[config.mk]
export PLATFORM = sky130hd
export DESIGN_NAME = div_sequencer
export DESIGN_NICKNAME = d
export VERILOG_FILES = /design/src/rtl/div_sequencer.sv
export SDC_FILE = /design/constraint.sdc
export NUM_CORES = 1
export LEC_CHECK = 0
export CORE_MARGIN = 2
export CORE_UTILIZATION = 45
export CTS_CLUSTER_DIAMETER = 80
export DETAILED_ROUTE_END_ITERATION = 12
export PLACE_DENSITY = 0.64
export SLEW_MARGIN = 30
export SYNTH_ARGS = -nofsm -noshare
export SYNTH_HDL_FRONTEND = slang
export SYNTH_SLANG_ARGS = --single-unit
[constraint.sdc]
create_clock -name clk -period 12.7 [get_ports clk]
set_clock_uncertainty 0.05 [all_clocks]
set_input_delay 1.905 -clock clk [delete_from_list [all_inputs] [get_ports clk]]
set_output_delay 1.905 -clock clk [all_outputs]
set_load 0.005 [all_outputs]
[src/rtl/div_sequencer.sv]
// Multi-cycle radix-2 restoring divider with stall/done handshake for the SDIV/UDIV path.
// Signed operands are divided as magnitudes; signs are reapplied when the result is registered.
module div_sequencer #(
  parameter int WIDTH = 32
) (
  input  logic             clk,
  input  logic             reset,
  input  logic             start,
  input  logic             div_sel,
  input  logic             abort,
  input  logic [WIDTH-1:0] dividend,
  input  logic [WIDTH-1:0] divisor,
  output logic             stall,
  output logic             done,
  output logic [WIDTH-1:0] quotient,
  output logic [WIDTH-1:0] remainder,
  output logic             div_by_zero
);

  localparam int CW = $clog2(WIDTH + 1);

  typedef enum logic [1:0] {IDLE, BUSY, DONE} state_t;

  state_t           state, state_nxt;
  logic [WIDTH-1:0] a_q;        // dividend magnitude, shifted out MSB-first; quotient bits shift in at LSB
  logic [WIDTH-1:0] b_q;
  logic [WIDTH:0]   rem_q;
  logic [CW-1:0]    count;
  logic             neg_q, neg_r;

  logic             launch, last_step, q_bit;
  logic [WIDTH-1:0] dividend_abs, divisor_abs, a_step;
  logic [WIDTH:0]   rem_shift, rem_step;

  // One restoring step per BUSY cycle, plus operand magnitudes for the launch.
  always_comb begin
    launch       = (state == IDLE) && start && !abort;
    dividend_abs = (div_sel && dividend[WIDTH-1]) ? -dividend : dividend;
    divisor_abs  = (div_sel && divisor[WIDTH-1])  ? -divisor  : divisor;
    rem_shift    = {rem_q[WIDTH-1:0], a_q[WIDTH-1]};
    q_bit        = (rem_shift >= {1'b0, b_q});
    rem_step     = q_bit ? (rem_shift - {1'b0, b_q}) : rem_shift;
    a_step       = {a_q[WIDTH-2:0], q_bit};
    last_step    = (state == BUSY) && (count == CW'(1));
  end

  // NOTE: sequential state uses non-blocking assignments so every register samples pre-edge values.
  always_ff @(posedge clk or posedge reset) begin
    if (reset) state <= IDLE;
    else       state <= state_nxt;
  end

  // NOTE: every combinational output gets a default first so no path can infer a latch.
  always_comb begin
    state_nxt = state;
    unique case (state)
      IDLE: if (launch) state_nxt = (divisor == '0) ? DONE : BUSY;
      BUSY: if (count == CW'(1)) state_nxt = DONE;
      DONE: state_nxt = IDLE;
      default: state_nxt = IDLE;
    endcase
    if (abort) state_nxt = IDLE;
    stall = launch || (state == BUSY);
    done  = (state == DONE);
  end

  always_ff @(posedge clk or posedge reset) begin
    if (reset) begin
      a_q         <= '0;
      b_q         <= '0;
      rem_q       <= '0;
      count       <= '0;
      neg_q       <= 1'b0;
      neg_r       <= 1'b0;
      quotient    <= '0;
      remainder   <= '0;
      div_by_zero <= 1'b0;
    end else begin
      if (launch) begin
        if (divisor == '0) begin
          quotient    <= '0;
          remainder   <= dividend;
          div_by_zero <= 1'b1;
        end else begin
          a_q   <= dividend_abs;
          b_q   <= divisor_abs;
          rem_q <= '0;
          count <= CW'(WIDTH);
          neg_q <= div_sel & (dividend[WIDTH-1] ^ divisor[WIDTH-1]);
          neg_r <= div_sel & dividend[WIDTH-1];
        end
      end
      if ((state == BUSY) && !abort) begin
        a_q   <= a_step;
        rem_q <= rem_step;
        count <= count - CW'(1);
        // Final step: results are registered directly from the last step's values.
        if (last_step) begin
          quotient    <= neg_q ? -a_step : a_step;
          remainder   <= neg_r ? -rem_step[WIDTH-1:0] : rem_step[WIDTH-1:0];
          div_by_zero <= 1'b0;
        end
      end
    end
  end

endmodule
==> results.md <==
- Status: completed
- Seq/Total Area, Yosys: 35.4%
- Final setup TNS: 0 ns
- # resized after CTS: 0
- Startpoint types: flop
- Final nets: 1,631
- Max Cap Viol: 0
- Cell area after synthesis: 12,100 sq um
- Syn_area_per_cell: 8.39 sq um
- Max Fclk: 173 MHz
- Pleak: 6.01 nW
- Clock sinks: 171
- Port buffer count: 135
- Delay of the slowest critical-path stage: 0.48 ns
- Die X: 168 um
- CTS clk-pin slew, worst paths: 0.08 ns
- Compound-gate portion of the synthesized area: 21.2%
- CP Capture Type: flop
- FF-to-FF Start: rem_q[5]$_DFFE_PP0P_
- Crit path time final: 5.78 ns
- Num CTS Buffers: 17
- Xor-xnor portion of the synthesized cell area: 10.3%
- Pin count of the biggest net entering global routing: 115
- Simple-Gate Fraction of Synth Area: 19.1%
- Ys async rst share: 100%
- Hold crit path type: reg -> reg
- Largest family of logic cells by synthesized area: compound AO/OA/AOI/OAI gates
- Total gr overflow: 0
- Wire length per cell after detailed routing: 18.2 um
- Post-synth cell types: 76
- Warnings, synthesis: 0
- Yosys top cell area share: 35.4%
- Die height: 168 um
- Power, Total: 2.35 mW
- Root Driver: clkbuf_16
- Multi-input logic area: 7280 sq um
- Number of synthesized flops with an enable pin: 0
- Critical path arrival: 6.02 ns
- Critical path destination: quotient[26]$_DFF_PP0_
- Synth Area in Adders: 4.10%
- CP Max Fanout: 45
- Primary FF master, synth: dfrtp_1
- CP max stage cell: a221oi_1
- Vias in the first global route: 10,300
- Detailed Route WL: 34,200 um
- Clock tree buffer depth: 2
- CTS tree: built
- Worst R2R Path Depth: 18
- Mux share of post-synthesis cell area: 5.15%
- Cell class contributing the biggest share of worst-path delay: compound AO/OA/AOI/OAI gates
- VDD IR max: 92.9 uV
- Cell taking the most area after synthesis: dfrtp_1
- Critical R2R Capture: quotient[26]$_DFF_PP0_
- Drt first pass iters: 6
- Cell Pwr Density: 165 nW/um^2
- Number of antenna violations at the first check in global routing: 0
- Final Max Tran Viols: 0
- Initial DRC count: 824
- Most common cell after layout, fill and taps aside: dfrtp_1
- Clock Latency Late Sink: 0.43 ns
- Final period utilization: 45.5%
- Area grow syn2layout: 17.5%
- Layout cells sized above 1: 5.73%
- Commonest cells after routing, fill and taps aside: 171 x dfrtp_1, 157 x o21ai_0, 152 x nand2_1
- Reg2Reg Setup Slack: 6.92 ns
- H-tree levels: 4
- N_diodes: 0
- Setup violators final: 0
- IO Count: 136
- Core footprint: 26,700 sq um
- Gpl congestion: 0.912
- Std cell rows: 60
- Actual slew at the worst max-slew pin: 0.901 ns
- Die area: 28,200 sq um
- Fill cells: 2,529
- Global-route wire length before repair: 55,800 um
- Drc violations: 0
- Via count: 10,900
- Vias per Instance: 5.79
- Setup CP Type: reg -> reg
- Syn Nets: 1,550
- Buf/Inv on CP: 1
- Unrepaired setup endpoints after global routing: false
- Final hold violations: 0
- Hold WS: 0.418 ns
- Req. time, crit path: 12.94 ns
- Critical path depth in cells: 18
- Hold_buf cts: 0
- Slew headroom: 40.0%
- Starting density of the core: 45.4%
- Reg area: 4280 sq um
- GRT Total Usage: 24.6%
- Largest cells by area after synthesis: dfrtp_1 35%, xor2_1 6.6%, o21ai_0 6.5%, nand2_1 4.8%, a21oi_1 4.1%
- Post-DRT Antenna Nets: 0
- Crit path from: rem_q[5]$_DFFE_PP0P_
- Critical path cell sequence: ha_1, a21oi_1, o21ai_1, a221oi_1, a21oi_1, o32a_2, inv_6, ha_1, nand2_1, or3_1, or3_1, or4_1, or2_2, nand2b_1, nand2b_1, o41ai_1, xor2_1, o21ai_0
- Post-CTS Setup Bufs: 0
- Dpl hpwl: 25,300 um
- Cells after synthesis: 1,442
- Synthesized flop and latch total: 171
==> power breakdown <==
group | switching, mW | internal [mW] | total, mW | leakage [nW]
Sequential | 0.138 | 0.691 | 0.829 | 2.25
Combinational | 0.541 | 0.458 | 0.999 | 3.48
Clock | 0.256 | 0.264 | 0.520 | 0.282
==> synthesized netlist by cell type, drive strengths merged, types with 16 or more instances <==
cell    count
dfrtp     171
o21ai     165
nand2     154
nor2      105
a21oi      98
xor2       91
clkbuf     64
inv        62
nand3      62
xnor2      51
mux2i      42
nor3       39
ha         38
o31ai      24
a22oi      18
mux2       18
nor4       18
a221o      17
or3        17
buf        16
or4        16
==> worst reg2reg max path, stage by stage (launching register included) <==
cell	delay [ns]
dfrtp_1	0.43
ha_1	0.39
a21oi_1	0.36
o21ai_1	0.19
a221oi_1	0.48
a21oi_1	0.18
o32a_2	0.44
inv_6	0.30
ha_1	0.29
nand2_1	0.06
or3_1	0.32
or3_1	0.35
or4_1	0.46
or2_2	0.35
nand2b_1	0.20
nand2b_1	0.20
o41ai_1	0.33
xor2_1	0.17
o21ai_0	0.08
==> worst min-delay path by stage <==
stage	startpoint	to	slack, ns	cells past startpoint
final	count[4]$_DFFE_PP0P_	count[4]$_DFFE_PP0P_	0.42	1
after global routing	count[4]$_DFFE_PP0P_	count[4]$_DFFE_PP0P_	0.45	1
after global placement	count[4]$_DFFE_PP0P_	count[4]$_DFFE_PP0P_	0.40	1
after CTS	count[4]$_DFFE_PP0P_	count[4]$_DFFE_PP0P_	0.42	1
after floorplan	count[4]$_DFFE_PP0P_	count[4]$_DFFE_PP0P_	0.39	1
after detailed placement	count[4]$_DFFE_PP0P_	count[4]$_DFFE_PP0P_	0.41	1
==> state kept, by name (all words and copies together) (netlist names) <==
register / flops
remainder: 32
a_q: 32
neg_q: 1
b_q: 32
neg_r: 1
count: 6
div_by_zero: 1
state: 2
rem_q: 32
quotient: 32
==> layout make-up <==
cell class                 instances  share of cell area (%)
clock inverter                    14                    1.07
multi-input combinational       1129                    51.2
tap                              341                    3.00
sequential                       171                    30.1
inverter                          62                    1.73
timing repair buffer             142                    9.90
clock buffer                      18                    3.02
==> cells by family (layout without fill, tap and decap cells) <==
family                     after synthesis  after routing
buffers and inverters                  142            236
adders and majority gates               39             39
and+or+nand+nor                        473            473
xor gates and xnor gates               142            142
AOI/OAI and AO/OA                      415            415
DFF                                    171            171
muxes                                   60             60
==> layer usage <==
| layer | track usage [%] | up-vias | share of wire [%] | wire length, um |
|---|---|---|---|---|
| met5 | 0 | - | 0 | 0 |
| met4 | 5.75 | 0 | 1.6 | 553 |
| met3 | 2.91 | 32 | 4.2 | 1430 |
| met2 | 40.2 | 289 | 47 | 16000 |
| met1 | 35.1 | 5169 | 48 | 16300 |
| li1 | - | 5373 | - | - |
==> stage by stage <==
stage                     utilization [%]  worst slack, ns  std cells  area, sq um
after detailed placement             51.1             6.93       1845        13600
after floorplan                         -             6.11       1442        12100
after global routing                 53.3             6.62       1877        14200
after global placement               51.1             7.04       1845        13600
final                                53.3             6.92       1877        14200
after CTS                            53.3             6.98       1877        14200
No activity file was read; power rests on OpenSTA's default activity.
